File: src/rtl/rv_iopmp_pkg.sv
// Shared IOPMP types: access encoding, decision-path scan states and error codes.
package rv_iopmp_pkg;

  typedef enum logic [1:0] {
    ACCESS_NONE      = 2'd0,
    ACCESS_READ      = 2'd1,
    ACCESS_WRITE     = 2'd2,
    ACCESS_EXECUTION = 2'd3
  } access_t;

  typedef enum logic [1:0] {
    IDLE = 2'd0,
    SCAN = 2'd1,
    RESP = 2'd2
  } dl_scan_state_e;

  localparam logic [2:0] ERR_NONE    = 3'h0;
  localparam logic [2:0] ERR_READ    = 3'h1;
  localparam logic [2:0] ERR_WRITE   = 3'h2;
  localparam logic [2:0] ERR_EXEC    = 3'h3;
  localparam logic [2:0] ERR_NOT_HIT = 3'h5;
  localparam logic [2:0] ERR_UNKNOWN = 3'h7;

  function automatic logic [2:0] access_err_type(input access_t acc);
    logic [2:0] code;
    case (acc)
      ACCESS_READ:      code = ERR_READ;
      ACCESS_WRITE:     code = ERR_WRITE;
      ACCESS_EXECUTION: code = ERR_EXEC;
      default:          code = ERR_UNKNOWN;
    endcase
    return code;
  endfunction

endpackage

File: src/rtl/rv_iopmp_dl_se_scan_ctrl_if.sv
// Request/window/response bundle between the scan controller (slave) and its environment (master).
interface rv_iopmp_dl_se_scan_ctrl_if #(
  parameter int NUMBER_ENTRY_ANALYZERS = 8,
  parameter int ID_WIDTH               = 8
);
  import rv_iopmp_pkg::*;

  logic                              enable_i;
  logic                              cfg_update_i;
  logic                              req_valid_i;
  logic                              req_ready_o;
  logic [ID_WIDTH-1:0]               req_id_i;
  access_t                           req_access_i;
  logic [8:0]                        entry_offset_o;
  logic [NUMBER_ENTRY_ANALYZERS-1:0] win_match_i;
  logic [NUMBER_ENTRY_ANALYZERS-1:0] win_allow_i;
  logic                              rsp_valid_o;
  logic                              rsp_ready_i;
  logic [ID_WIDTH-1:0]               rsp_id_o;
  logic                              rsp_allow_o;
  logic                              rsp_err_o;
  logic [2:0]                        rsp_err_type_o;
  logic [15:0]                       rsp_err_index_o;

  modport slave (
    input  enable_i, cfg_update_i, req_valid_i, req_id_i, req_access_i,
           win_match_i, win_allow_i, rsp_ready_i,
    output req_ready_o, entry_offset_o, rsp_valid_o, rsp_id_o,
           rsp_allow_o, rsp_err_o, rsp_err_type_o, rsp_err_index_o
  );

  modport master (
    output enable_i, cfg_update_i, req_valid_i, req_id_i, req_access_i,
           win_match_i, win_allow_i, rsp_ready_i,
    input  req_ready_o, entry_offset_o, rsp_valid_o, rsp_id_o,
           rsp_allow_o, rsp_err_o, rsp_err_type_o, rsp_err_index_o
  );

endinterface

File: src/rtl/rv_iopmp_dl_prio_enc.sv
// Lowest-first-one encoder: purely combinational, zero latency, no flow control.
module rv_iopmp_dl_prio_enc #(
  parameter  int WIDTH = 8,
  localparam int IDX_W = (WIDTH > 1) ? $clog2(WIDTH) : 1
) (
  input  logic [WIDTH-1:0] req,
  output logic             hit,
  output logic [IDX_W-1:0] idx
);

  // Scan from the top so the lowest set bit is the last one written.
  always_comb begin
    hit = 1'b0;
    idx = '0;
    for (int i = WIDTH - 1; i >= 0; i--) begin
      if (req[i]) begin
        hit = 1'b1;
        idx = IDX_W'(i);
      end
    end
  end

endmodule

File: src/rtl/rv_iopmp_dl_se_scan_ctrl.sv
// Source-enforcement scan sequencer: walks entry windows until the first match, then returns allow/error.
// Latency: window k hit gives rsp_valid k+2 cycles after accept; rsp_* held until rsp_ready_i.
module rv_iopmp_dl_se_scan_ctrl
  import rv_iopmp_pkg::*;
#(
  parameter int NUMBER_ENTRIES         = 32,
  parameter int NUMBER_ENTRY_ANALYZERS = 8,
  parameter int ID_WIDTH               = 8
) (
  input logic                        clk_i,
  input logic                        rst_i,
  rv_iopmp_dl_se_scan_ctrl_if.slave  bus
);

  localparam int         IDX_W    = (NUMBER_ENTRY_ANALYZERS > 1) ? $clog2(NUMBER_ENTRY_ANALYZERS) : 1;
  localparam logic [8:0] STEP     = 9'(NUMBER_ENTRY_ANALYZERS);
  localparam logic [8:0] LAST_OFF = 9'(NUMBER_ENTRIES - NUMBER_ENTRY_ANALYZERS);

  if (NUMBER_ENTRIES % NUMBER_ENTRY_ANALYZERS != 0) begin : g_bad_window
    $error("NUMBER_ENTRIES must be a multiple of NUMBER_ENTRY_ANALYZERS");
  end
  if (NUMBER_ENTRIES > 512) begin : g_bad_entries
    $error("NUMBER_ENTRIES must not exceed 512");
  end

  dl_scan_state_e      state_q, state_d;
  logic [8:0]          offset_q, offset_d;
  logic [ID_WIDTH-1:0] id_q, id_d;
  access_t             access_q, access_d;
  logic                allow_q, allow_d;
  logic                err_q, err_d;
  logic [2:0]          err_type_q, err_type_d;
  logic [15:0]         err_index_q, err_index_d;

  logic                hit;
  logic [IDX_W-1:0]    hit_idx;

  rv_iopmp_dl_prio_enc #(
    .WIDTH (NUMBER_ENTRY_ANALYZERS)
  ) u_prio_enc (
    .req (bus.win_match_i),
    .hit (hit),
    .idx (hit_idx)
  );

  always_ff @(posedge clk_i or posedge rst_i) begin
    if (rst_i) begin
      state_q     <= IDLE;
      offset_q    <= '0;
      id_q        <= '0;
      access_q    <= ACCESS_NONE;
      allow_q     <= 1'b0;
      err_q       <= 1'b0;
      err_type_q  <= ERR_NONE;
      err_index_q <= '0;
    end else begin
      state_q     <= state_d;
      offset_q    <= offset_d;
      id_q        <= id_d;
      access_q    <= access_d;
      allow_q     <= allow_d;
      err_q       <= err_d;
      err_type_q  <= err_type_d;
      err_index_q <= err_index_d;
    end
  end

  always_comb begin
    state_d     = state_q;
    offset_d    = offset_q;
    id_d        = id_q;
    access_d    = access_q;
    allow_d     = allow_q;
    err_d       = err_q;
    err_type_d  = err_type_q;
    err_index_d = err_index_q;

    case (state_q)
      IDLE: begin
        if (bus.req_valid_i) begin
          id_d     = bus.req_id_i;
          access_d = bus.req_access_i;
          offset_d = '0;
          if (bus.enable_i) begin
            state_d = SCAN;
          end else begin
            state_d     = RESP;
            allow_d     = 1'b0;
            err_d       = 1'b0;
            err_type_d  = ERR_NONE;
            err_index_d = '0;
          end
        end
      end

      SCAN: begin
        // A table rewrite invalidates this window's results, so rescan from the start.
        if (bus.cfg_update_i) begin
          offset_d = '0;
        end else if (hit) begin
          state_d = RESP;
          if (bus.win_allow_i[hit_idx]) begin
            allow_d = 1'b1;
            err_d   = 1'b0;
          end else begin
            allow_d     = 1'b0;
            err_d       = 1'b1;
            err_type_d  = access_err_type(access_q);
            err_index_d = 16'(offset_q) + 16'(hit_idx);
          end
        end else if (offset_q == LAST_OFF) begin
          state_d     = RESP;
          allow_d     = 1'b0;
          err_d       = 1'b1;
          err_type_d  = ERR_NOT_HIT;
          err_index_d = '0;
        end else begin
          offset_d = offset_q + STEP;
        end
      end

      RESP: begin
        if (bus.rsp_ready_i) begin
          state_d = IDLE;
        end
      end

      default: state_d = IDLE;
    endcase
  end

  assign bus.req_ready_o     = (state_q == IDLE);
  assign bus.rsp_valid_o     = (state_q == RESP);
  assign bus.entry_offset_o  = offset_q;
  assign bus.rsp_id_o        = id_q;
  assign bus.rsp_allow_o     = allow_q;
  assign bus.rsp_err_o       = err_q;
  assign bus.rsp_err_type_o  = err_type_q;
  assign bus.rsp_err_index_o = err_index_q;

endmodule

File: src/flat_wrapper.sv
// flat-port wrapper written by rule: the top's interface ports become plain ports
module rv_iopmp_dl_se_scan_ctrl_flat import rv_iopmp_pkg::*;
#(
  parameter int NUMBER_ENTRIES         = 32,
  parameter int NUMBER_ENTRY_ANALYZERS = 8,
  parameter int ID_WIDTH               = 8
)
  (clk_i, rst_i, bus_enable_i, bus_cfg_update_i, bus_req_valid_i, bus_req_id_i, bus_req_access_i, bus_win_match_i, bus_win_allow_i, bus_rsp_ready_i, bus_req_ready_o, bus_entry_offset_o, bus_rsp_valid_o, bus_rsp_id_o, bus_rsp_allow_o, bus_rsp_err_o, bus_rsp_err_type_o, bus_rsp_err_index_o);
  rv_iopmp_dl_se_scan_ctrl_if #(.NUMBER_ENTRY_ANALYZERS(NUMBER_ENTRY_ANALYZERS), .ID_WIDTH(ID_WIDTH)) bus_i ();
  input logic clk_i;
  input logic rst_i;
  input wire logic [$bits(bus_i.enable_i)-1:0] bus_enable_i;
  input wire logic [$bits(bus_i.cfg_update_i)-1:0] bus_cfg_update_i;
  input wire logic [$bits(bus_i.req_valid_i)-1:0] bus_req_valid_i;
  input wire logic [$bits(bus_i.req_id_i)-1:0] bus_req_id_i;
  input wire logic [$bits(bus_i.req_access_i)-1:0] bus_req_access_i;
  input wire logic [$bits(bus_i.win_match_i)-1:0] bus_win_match_i;
  input wire logic [$bits(bus_i.win_allow_i)-1:0] bus_win_allow_i;
  input wire logic [$bits(bus_i.rsp_ready_i)-1:0] bus_rsp_ready_i;
  output wire logic [$bits(bus_i.req_ready_o)-1:0] bus_req_ready_o;
  output wire logic [$bits(bus_i.entry_offset_o)-1:0] bus_entry_offset_o;
  output wire logic [$bits(bus_i.rsp_valid_o)-1:0] bus_rsp_valid_o;
  output wire logic [$bits(bus_i.rsp_id_o)-1:0] bus_rsp_id_o;
  output wire logic [$bits(bus_i.rsp_allow_o)-1:0] bus_rsp_allow_o;
  output wire logic [$bits(bus_i.rsp_err_o)-1:0] bus_rsp_err_o;
  output wire logic [$bits(bus_i.rsp_err_type_o)-1:0] bus_rsp_err_type_o;
  output wire logic [$bits(bus_i.rsp_err_index_o)-1:0] bus_rsp_err_index_o;
  assign bus_i.enable_i = bus_enable_i;
  assign bus_i.cfg_update_i = bus_cfg_update_i;
  assign bus_i.req_valid_i = bus_req_valid_i;
  assign bus_i.req_id_i = bus_req_id_i;
  assign bus_i.req_access_i = bus_req_access_i;
  assign bus_i.win_match_i = bus_win_match_i;
  assign bus_i.win_allow_i = bus_win_allow_i;
  assign bus_i.rsp_ready_i = bus_rsp_ready_i;
  assign bus_req_ready_o = bus_i.req_ready_o;
  assign bus_entry_offset_o = bus_i.entry_offset_o;
  assign bus_rsp_valid_o = bus_i.rsp_valid_o;
  assign bus_rsp_id_o = bus_i.rsp_id_o;
  assign bus_rsp_allow_o = bus_i.rsp_allow_o;
  assign bus_rsp_err_o = bus_i.rsp_err_o;
  assign bus_rsp_err_type_o = bus_i.rsp_err_type_o;
  assign bus_rsp_err_index_o = bus_i.rsp_err_index_o;
  rv_iopmp_dl_se_scan_ctrl #(.NUMBER_ENTRIES(NUMBER_ENTRIES), .NUMBER_ENTRY_ANALYZERS(NUMBER_ENTRY_ANALYZERS), .ID_WIDTH(ID_WIDTH)) u_core (.clk_i(clk_i), .rst_i(rst_i), .bus(bus_i));
endmodule
File: config.mk
export PLATFORM = sky130hd
export DESIGN_NAME = rv_iopmp_dl_se_scan_ctrl_flat
export DESIGN_NICKNAME = d
export VERILOG_FILES = /design/src/rtl/rv_iopmp_pkg.sv /design/src/rtl/rv_iopmp_dl_se_scan_ctrl_if.sv /design/src/rtl/rv_iopmp_dl_prio_enc.sv /design/src/rtl/rv_iopmp_dl_se_scan_ctrl.sv /design/src/flat_wrapper.sv
export SDC_FILE = /design/constraint.sdc
export NUM_CORES = 1
export LEC_CHECK = 0
export ABC_AREA = 1
export CORE_MARGIN = 3
export CORE_UTILIZATION = 62
export DETAILED_ROUTE_END_ITERATION = 6
export DONT_BUFFER_PORTS = 1
export PLACE_DENSITY = 0.78
export SLEW_MARGIN = 20
export SYNTH_ARGS = -nofsm -noshare
export SYNTH_HDL_FRONTEND = slang
export SYNTH_SLANG_ARGS = --single-unit
File: constraint.sdc
create_clock -name clk_i -period 1.7 [get_ports clk_i]
set_input_delay 0.34 -clock clk_i [delete_from_list [all_inputs] [get_ports clk_i]]
set_output_delay 0.34 -clock clk_i [all_outputs]
set_load 0.005 [all_outputs]
==> tab_implementation.tex <==
\begin{tabular}{lr}
\hline
Metric & Value \\
\hline
\multicolumn{2}{l}{\textbf{Place}} \\
I/O Buffers & 0 \\
Placer's final routability congestion estimate & 0.912 \\
Post-DP HPWL & 3050 um \\
Setup slack after placement & 0.0466 ns \\
Dpl cells & 287 \\
\multicolumn{2}{l}{\textbf{Detailed routing}} \\
Detailed-route via count & around 1,600 \\
Total wire length after detailed routing & between 3000 and 4000 um \\
Average wire per standard cell & $\sim$13 um \\
Post-route antenna net violation count & 0 \\
Residual DRC count & 0 \\
Initial drt markers & 105 \\
Routed vias/inst & $\sim$5.4 \\
TritonRoute pass-1 iters & 4 \\
\multicolumn{2}{l}{\textbf{Clock network}} \\
Sinks on the clock net & 33 \\
Total number of H-tree levels & 2 \\
Clock transition at the register clock pins on the worst setup and hold paths after CTS & 0.10 ns \\
Resized cells post-CTS & 0 \\
Maximum number of buffers from clock root to sink & 2 \\
Clock buffers created by TritonCTS & 5 \\
CTS tree & built \\
Clock root buffer & sky130\_fd\_sc\_hd\_\_clkbuf\_4 \\
Clock latency at the later pin of the worst-skew pair & 0.33 ns \\
\multicolumn{2}{l}{\textbf{Timing}} \\
Tmin final & $\sim$1.6 ns \\
Max-slew violation count & 0 \\
Count of endpoints failing hold in the final timing report & 0 \\
Count of endpoints failing setup in the final report & 0 \\
Worst Setup Slack, final & 0.123 ns \\
Total negative slack & 0 ns \\
Fin Clk Skew & approximately 0.0039 ns \\
FMAX & 634 MHz \\
Period utilization & 0.927 \\
Setup repair after global routing missed its margin & false \\
\multicolumn{2}{l}{\textbf{Finish}} \\
Number of nets in the layout & 301 \\
Share of cells above drive strength 1 & 0.179 \\
P\&R area growth vs syn & 10.8\% \\
Multi-input combinational cell area & 890 um2 \\
Register area & roughly 830 um2 \\
Layout filler cell count & roughly 230 \\
Post-route non-filler standard cell count & 299 \\
Post-layout utilization of the core & 0.741 \\
Antenna Diode Count & 0 \\
\multicolumn{2}{l}{\textbf{Pwr}} \\
Worst IR Drop VDD & about 0.0010 V \\
Leak & 1.13 nW \\
Overall power & 2.87 mW \\
Pwr Density & approximately 1400 nW/um2 \\
\multicolumn{2}{l}{\textbf{Synthesis}} \\
Dominant cells by area after synthesis & sky130\_fd\_sc\_hd\_\_dfrtp\_1 44\%, sky130\_fd\_sc\_hd\_\_nand2\_1 16\%, sky130\_fd\_sc\_hd\_\_nand3\_1 6.9\% \\
Synthesized instance count & between 200 and 250 \\
Fraction of synthesis flops using an asynchronous set or reset pin & 1.00 \\
Post-synthesis sequential area ratio & 0.437 \\
Total standard cell area after synthesis & approximately 1900 um2 \\
Mean Syn Cell Area & 7.72 um2 \\
Area share of the largest cell type after synthesis & 0.437 \\
Number of flops mapped to enable cells by yosys & 0 \\
Yosys cell types & 29 \\
Prevailing post-synth register cell & sky130\_fd\_sc\_hd\_\_dfrtp\_1 \\
Biggest area consumer among synthesized cells & sky130\_fd\_sc\_hd\_\_dfrtp\_1 \\
Most used standard cell by instance count after synthesis & sky130\_fd\_sc\_hd\_\_nand2\_1 \\
Most frequent cells after synthesis & 81 x sky130\_fd\_sc\_hd\_\_nand2\_1, 33 x sky130\_fd\_sc\_hd\_\_dfrtp\_1, 26 x sky130\_fd\_sc\_hd\_\_nand3\_1 \\
Count of yosys warnings during synthesis & 0 \\
Post-synthesis register bit count & 33 \\
\multicolumn{2}{l}{\textbf{Run status}} \\
Outcome & finished, final reports clean \\
\multicolumn{2}{l}{\textbf{Worst setup path}} \\
Crit. End Element & flop \\
Worst EP required & 1.98 ns \\
Crit start category & flop \\
Arr. time, crit path & approximately 1.9 ns \\
Highest net fanout along the worst path & 7 \\
Startpoint-to-endpoint class of the critical path & flop to flop \\
Worst R2R Path Depth & 8 \\
\multicolumn{2}{l}{\textbf{Floorplanning}} \\
Die Span X & approximately 61 um \\
Top-level I/O count & 72 \\
Number of placement rows & 19 \\
Initial Util & 0.669 \\
Height of the die & 61.2 um \\
Area of the core & 2830 um2 \\
Die ar. & 3750 um2 \\
\multicolumn{2}{l}{\textbf{Global routing}} \\
Combined global-route utilization of all metal layers & 0.230 \\
Maximum number of pins on one net before global-route repair & 34 \\
Leftover overflow at the end of global routing & 0 \\
Number of global-route vias before repair & roughly 1,400 \\
Number of antenna violations at the first check in global routing & 0 \\
Global-route wire length before repair & roughly 6300 um \\
\multicolumn{2}{l}{\textbf{Worst hold path}} \\
Tightest Hold Check Type & input pin to flop \\
Hold path cells & 2 \\
\multicolumn{2}{l}{\textbf{Flow run}} \\
Reported max-cap violation count & 0 \\
\hline
\end{tabular}
## state kept, by name, indices dropped and copies added (netlist names)
name                        cells
u_core.bus.rsp_id_o             8
u_core.bus.entry_offset_o       6
u_core.state_q                  2
u_core.access_q                 2
u_core.bus.rsp_err_type_o       3
u_core.bus.rsp_allow_o          1
u_core.bus.rsp_err_o            1
u_core.bus.rsp_err_index_o     10
## worst paths after layout
check                                           endpoint  slack (ns)                         start
max in group asynchronous   u_core.bus.entry_offset_o[8]        0.89                         rst_i
min in group asynchronous   u_core.bus.rsp_err_type_o[0]        0.52                         rst_i
max                        u_core.bus.rsp_err_index_o[6]        0.12  u_core.bus.entry_offset_o[5]
min reg2reg                       u_core.bus.rsp_id_o[3]        0.51        u_core.bus.rsp_id_o[3]
max reg2reg                u_core.bus.rsp_err_index_o[6]        0.12  u_core.bus.entry_offset_o[5]
min                               u_core.bus.rsp_id_o[3]        0.12               bus_req_id_i[3]
## stage by stage
stage          area [um2]  hold WS (ns)
3_5_place_dp         1980         0.336
2_1_floorplan        1930         0.457
4_1_cts              2070         0.112
6_report             2100         0.119
3_3_place_gp         1980         0.340
5_1_grt              2100        0.0963
## power by group
group,total (mW),internal (mW),switching (mW)
clock,0.607,0.351,0.256
sequential,1.18,1.02,0.164
combinational,1.08,0.384,0.698
total,2.87,1.75,1.12
## cell type report
class / instances / area share
multi-input cells: 178 / 0.424
clock buffers: 7 / 0.0263
repair buffers: 19 / 0.0692
inverters: 30 / 0.0537
clock inverters: 1 / 0.0143
flip-flops and latches: 33 / 0.394
well taps: 31 / 0.0185
## timing repair
item                                    CTS  global route
endpoints found under the hold margin    33             0
hold buffers                              1             0
endpoints found under the setup margin    0            15
setup buffers                             0             3
## per-layer routing
layer  global-route usage  vias up  share of wire
met5                    0        -              0
met4               0.0836        0          0.016
met3               0.0839        7          0.066
met2                0.346       56           0.47
met1                0.305      745           0.44
li1                     -      806              -
## critical path: stages, from the launching register on
cell and delay, ns:
sky130_fd_sc_hd__dfrtp_1 0.39, sky130_fd_sc_hd__nor3_1 0.21, sky130_fd_sc_hd__nand3_1 0.09, sky130_fd_sc_hd__nand3_1 0.09
sky130_fd_sc_hd__nand3_1 0.14, sky130_fd_sc_hd__nor2_4 0.24, sky130_fd_sc_hd__buf_4 0.18, sky130_fd_sc_hd__nand3_1 0.10
sky130_fd_sc_hd__nand2_1 0.08
## cell usage in the layout (no fill, tap or decap), types with 2 or more instances in the layout
master	Yosys	routed
sky130_fd_sc_hd__a21oi_1	4	4
sky130_fd_sc_hd__a31oi_1	2	2
sky130_fd_sc_hd__buf_4	11	18
sky130_fd_sc_hd__clkbuf_4	0	5
sky130_fd_sc_hd__conb_1	1	10
sky130_fd_sc_hd__dfrtp_1	33	33
sky130_fd_sc_hd__ha_1	2	2
sky130_fd_sc_hd__inv_1	25	25
sky130_fd_sc_hd__inv_2	5	5
sky130_fd_sc_hd__nand2_1	81	81
sky130_fd_sc_hd__nand2_2	2	2
sky130_fd_sc_hd__nand2_4	3	3
sky130_fd_sc_hd__nand3_1	26	26
sky130_fd_sc_hd__nand3_2	3	3
sky130_fd_sc_hd__nor2_1	16	16
sky130_fd_sc_hd__nor2_2	5	5
sky130_fd_sc_hd__nor2_4	2	2
sky130_fd_sc_hd__nor3_1	3	3
sky130_fd_sc_hd__nor3b_1	3	3
sky130_fd_sc_hd__o21ai_0	7	7
sky130_fd_sc_hd__xor2_1	2	2
## kinds of logic after synthesis
| family | Yosys count | synth area share |
|---|---|---|
| and+or+nand+nor | 147 | 0.370 |
| other | 1 | 0.00198 |
| buffers and inverters | 43 | 0.111 |
| xor gates and xnor gates | 2 | 0.00926 |
| adders and majority gates | 2 | 0.0132 |
| DFF | 33 | 0.437 |
| AOI/OAI and AO/OA | 17 | 0.0582 |
Note: power is estimated with default switching activity, not from simulation.
==> edit 1 (same settings) <==
`NUMBER_ENTRY_ANALYZERS` is set to 8 in 3 places; all go to 16.
--- a/src/rtl/rv_iopmp_dl_se_scan_ctrl_if.sv
+++ b/src/rtl/rv_iopmp_dl_se_scan_ctrl_if.sv
@@ -1,6 +1,6 @@
 // Request/window/response bundle between the scan controller (slave) and its environment (master).
 interface rv_iopmp_dl_se_scan_ctrl_if #(
-  parameter int NUMBER_ENTRY_ANALYZERS = 8,
+  parameter int NUMBER_ENTRY_ANALYZERS = 16,
   parameter int ID_WIDTH               = 8
 );
   import rv_iopmp_pkg::*;
--- a/src/rtl/rv_iopmp_dl_se_scan_ctrl.sv
+++ b/src/rtl/rv_iopmp_dl_se_scan_ctrl.sv
@@ -4,7 +4,7 @@
   import rv_iopmp_pkg::*;
 #(
   parameter int NUMBER_ENTRIES         = 32,
-  parameter int NUMBER_ENTRY_ANALYZERS = 8,
+  parameter int NUMBER_ENTRY_ANALYZERS = 16,
   parameter int ID_WIDTH               = 8
 ) (
   input logic                        clk_i,
--- a/src/flat_wrapper.sv
+++ b/src/flat_wrapper.sv
@@ -2,7 +2,7 @@
 module rv_iopmp_dl_se_scan_ctrl_flat import rv_iopmp_pkg::*;
 #(
   parameter int NUMBER_ENTRIES         = 32,
-  parameter int NUMBER_ENTRY_ANALYZERS = 8,
+  parameter int NUMBER_ENTRY_ANALYZERS = 16,
   parameter int ID_WIDTH               = 8
 )
   (clk_i, rst_i, bus_enable_i, bus_cfg_update_i, bus_req_valid_i, bus_req_id_i, bus_req_access_i, bus_win_match_i, bus_win_allow_i, bus_rsp_ready_i, bus_req_ready_o, bus_entry_offset_o, bus_rsp_valid_o, bus_rsp_id_o, bus_rsp_allow_o, bus_rsp_err_o, bus_rsp_err_type_o, bus_rsp_err_index_o);
Interface: changed (resized bus_win_allow_i and bus_win_match_i); port bits go from 72 to 88. The function was not compared with the original's and may differ.
==> edit 1 against the unedited design <==
  * Worst setup slack got worse by 260 ps
  * Synthesized area increased by 11%
  * Core utilization increased by 12 points
  * The flow now finishes with violations (setup timing)
  * Routed wire length increased by 66%
  * Combinational power increased by 9%
  * Final cell count increased by 28%
  * Register-to-register slack got worse by 200 ps
  * Highest routed layer unchanged
  * Largest cell class unchanged
  * Maximum frequency decreased by 14%
  * Sequential cell count decreased by 1
  * Design area increased by 28%
  * Total power increased by 1.2%
  * Count of clock-buffer cells in the layout decreased by 1
  * Largest power group is now combinational cells
  * Sequential power decreased by 4%
==> edit 1: results (changes against the unedited design) <==
Layout
The proportion of cell area occupied by registers is 29.8% (-9.6 points). The net count of the finished layout is 390 (+30%). The final-layout clock-cell area share is 2.84% (-1.2 points). The number of filler cells placed in the layout came to 184 (-19%). The number of ordinary inverters in the final layout is 50 (+67%).

The multi-input logic cell count is 215 (+21%). The fraction of layout instances using a drive strength above 1 is 30.9% (+13 points). The number of ordinary and repair buffers in the finished layout came to 35 (+16). Compared with the post-synthesis result, the final layout area differs by 28.1%. The data-path buffer share of cell area in the final layout is 11.1% (+4.2 points).

Outcome
The checks that failed: setup timing. The flow ran to the end, but the final reports show violations.

Routing
The routed length on met3 is 575 µm (+120%). The length of routed met2 wiring came to 3260 µm (+75%). The routed wire length is 6500 µm (+66%). The wire length per cell is 16.9 µm (+29%).

The total iterations of the first detailed-routing run came to 5 (+1).

Synth
The mean cell area of the mapped netlist was 7.02 µm² (-9.1%). The area share of xor/xnor cells in the synthesized design is 0% (-0.93 points). The sequential share of the synthesized area was 38.2% (-5.5 points). The post-synthesis compound-gate area fraction came to 5.01% (-0.81 points).

The synthesized flop and latch total was 32 (-3.0%). The area share of fa/ha/maj cells after synthesis came to 1.79% (+0.47 points). By area the synthesized netlist is led by sky130_fd_sc_hd__dfrtp_1, sky130_fd_sc_hd__nand2_1, sky130_fd_sc_hd__nand3_1, sky130_fd_sc_hd__inv_1, sky130_fd_sc_hd__nand2_2. After synthesis, the most frequently instantiated cells are sky130_fd_sc_hd__nand2_1, sky130_fd_sc_hd__inv_1, sky130_fd_sc_hd__nand3_1, sky130_fd_sc_hd__dfrtp_1, sky130_fd_sc_hd__nor2_1.

Power
The maximum ir drop on the vdd rail was 0.871 mV (-15%). The switching fraction of total power came to 40.4% (+1.4 points). The power consumed by the clock network is 0.000588 W (-3%). The reported combinational group power is 0.00118 W (+9%).

STA
The worst clock skew on the final layout is 11.4 ps (+7.40 ps). The final critical-path setup slack is -132 ps (-255 ps). The post-route setup TNS is -1480 ps (-1480 ps). The final count of negative-setup-slack endpoints came to 15 (+15).

Placement
The placed instance count is 372 (+30%). The half-perimeter wire length after placement is 3800 µm (+25%). The final estimated routing congestion in global placement is 0.900 (-1.3%).

Critical path
The path depth of the worst reg2reg path is 11 (+3). The largest fanout on the critical path came to 10 (+3). The register-to-register path setup slack is -80 ps (-200 ps). The startpoint of the most critical setup path is bus_win_match_i[14]. On the critical path, the stage with the largest delay is an instance of sky130_fd_sc_hd__buf_12.

The reg-to-reg endpoint is u_core.bus.rsp_err_index_o[3]. The arrival time at the worst endpoint came to 2080 ps (+220 ps). The longest individual stage delay on the worst path is 150 ps (-240 ps).

Min path
The worst min-delay path endpoint is u_core.state_q[1]. In this run the most critical hold path is launched from bus_rsp_ready_i. The number of cells on the worst hold path is 1 (-1).

Die
The die span in x is 64.2 µm (+4.8%).

GRT
The global-route met1 utilization was 31.6% (+1.2 points). The met3 global-route usage came to 7.73% (-0.65 points). The largest net degree at the start of global routing came to 33 (-2.9%). The via count of the first global-routing pass came to 1879 (+32%).
-- edit 1: changes by cell type in the layout (fill, tap and decap cells not counted), moves of 5 or more --
cell / before / now
sky130_fd_sc_hd__buf_4: 18 / 30
sky130_fd_sc_hd__inv_1: 25 / 45
sky130_fd_sc_hd__nand2_2: 2 / 23
sky130_fd_sc_hd__nand3_2: 3 / 21
sky130_fd_sc_hd__nand3_1: 26 / 21
sky130_fd_sc_hd__nand2_1: 81 / 65
sky130_fd_sc_hd__nor3_1: 3 / 10
-- edit 1: repair_timing --
item,4_1_cts,5_1_grt
pin swaps,0,4
endpoints found under the setup margin,14,19
hold buffers,1,0
gates resized for setup,1,47
gates cloned,1,2
buffers inserted,0,0
hold endpoints to repair,32,0
-- edit 1: per-stage QoR --
stage,hold WS [ps],total power [W]
finish,70.0,0.00290
global route,58.0,0.00307
floorplan,426,0.00178
detailed placement,345,0.00211
global placement,336,0.00207
CTS,64.3,0.00269
==> edit 2 (same settings) <==
Without the edit above. The 3 states of `dl_scan_state_e` get a one-hot encoding in 3 bits.
--- a/src/rtl/rv_iopmp_pkg.sv
+++ b/src/rtl/rv_iopmp_pkg.sv
@@ -8,10 +8,10 @@
     ACCESS_EXECUTION = 2'd3
   } access_t;
 
-  typedef enum logic [1:0] {
-    IDLE = 2'd0,
-    SCAN = 2'd1,
-    RESP = 2'd2
+  typedef enum logic [2:0] {
+    IDLE = 3'b001,
+    SCAN = 3'b010,
+    RESP = 3'b100
   } dl_scan_state_e;
 
   localparam logic [2:0] ERR_NONE    = 3'h0;
Check against the original RTL: no difference found for any inputs over 10 cycles, from zero or initial values and one cycle with rst_i high; not proved beyond that.
==> edit 2 against the unedited design <==
  * Design area rose by 7.5%
  * Sequential cell count rose by 1
  * Synthesized area rose by 3.9%
  * Routed wire length rose by 9.9%
  * Worst setup slack got worse by 110 ps
  * Largest power group is now combinational cells
  * Total power rose by 6.6%
  * First-iteration DRC count fell by 2.9%
  * Worst hold slack got worse by 22 ps
==> edit 2: results (changes against the unedited design) <==
Outcome
The flow ran to the end, and the final reports show no timing, DRC or antenna violations.

Placement
The placed instance count is 308 (+7.3%). The half-perimeter wire length after placement is 3120 µm (+2.4%). The final estimated routing congestion in global placement is 0.815 (-11%). The worst setup timing slack at the placement stage is 22.1 ps (-24.5 ps). The total cell area at the placement stage is 2090 µm² (+5.8%).

GRT
The global-route wire length before repair is 6780 µm (+8.1%). The largest net degree at the start of global routing was 35 (+2.9%). The total routing resource utilization after global routing is 21.8% (-1.2 points).

Layout
The number of standard cells in the final layout excluding fillers is 320 (+7.0%). The number of filler cells placed in the layout was 217 (-4.4%). The combined flip-flop and latch cell area came to 852 µm² (+3.2%). The fraction of layout instances using a drive strength above 1 is 21.6% (+3.7 points).

Critical path
The startpoint identified for the worst register-to-register timing path is u_core.state_q[2]. The critical path ends at u_core.bus.rsp_err_index_o[7]. The longest individual stage delay on the worst path is 460 ps (+70 ps). The arrival time at the worst endpoint came to 1920 ps (+60 ps).

The largest fanout on the critical path is 9 (+2). The path depth of the worst reg2reg path is 10 (+2).

Min path
The worst min-delay path endpoint is u_core.bus.rsp_id_o[7]. The worst hold path begins at bus_req_id_i[7].

CTS
The later-pin clock latency in the skew report is 350 ps (+20 ps). The total clock buffers created by CTS is 5 (unchanged).

Power
The maximum ir drop on the vdd rail is 0.858 mV (-16%). The static leakage is 1.16 nW (+2.2%).

Synth
The unique cell type count in the Yosys netlist was 31 (+6.9%). By area the synthesized netlist is led by sky130_fd_sc_hd__dfrtp_1, sky130_fd_sc_hd__nand2_1, sky130_fd_sc_hd__nand3_1, sky130_fd_sc_hd__inv_1, sky130_fd_sc_hd__buf_4. The sequential share of the synthesized area is 43.3% (-0.30 points).

The commonest cells after synthesis are sky130_fd_sc_hd__nand2_1, sky130_fd_sc_hd__dfrtp_1, sky130_fd_sc_hd__nand3_1, sky130_fd_sc_hd__inv_1, sky130_fd_sc_hd__nor2_1. The mean cell area of the mapped netlist is 7.74 µm² (+0.22%).

STA
The worst clock skew on the final layout is 14.7 ps (+10.7 ps).

Routing
The post-detailed-route via-to-cell ratio came to 5.20 (-3.6%). The iteration-0 DRC count of the detailed router is 102 (-2.9%). The wire length per cell was 13.5 µm (+2.7%).
[edit 2: per-layer routing]
layer	GRT usage (%)	up-vias	part of all wire (%)	wire [µm]
li1	-	831	-	-
met3	5.95	10	6.8	293
met1	26.4	759	43	1830
met4	11.8	0	1.7	75
met2	35.2	65	49	2110
met5	0	-	0	0
[edit 2: cell type report]
class                           instances  share of cell area, %
Multi-Input combinational cell        184                   41.7
Sequential cell                        34                   37.8
Timing Repair Buffer                   20                   9.21
Inverter                               32                   5.60
Tap cell                               42                   2.33
Clock buffer                            7                   2.00
Clock inverter                          1                   1.33
[edit 2: power by group]
group	switching [W]	leakage, nW	internal (W)
clock network	0.000269	0.0395	0.000312
logic	0.000753	0.663	0.000544
registers	0.000166	0.453	0.00101
total	0.00119	1.16	0.00187
[edit 2: cells by family after synthesis]
logic type      synth area share (%)
simple gates                    35.9
fa+ha+maj                       1.27
xor+xnor                       0.446
compound gates                  7.07
buf+inv                         11.8
other cells                    0.191
flops                           43.3
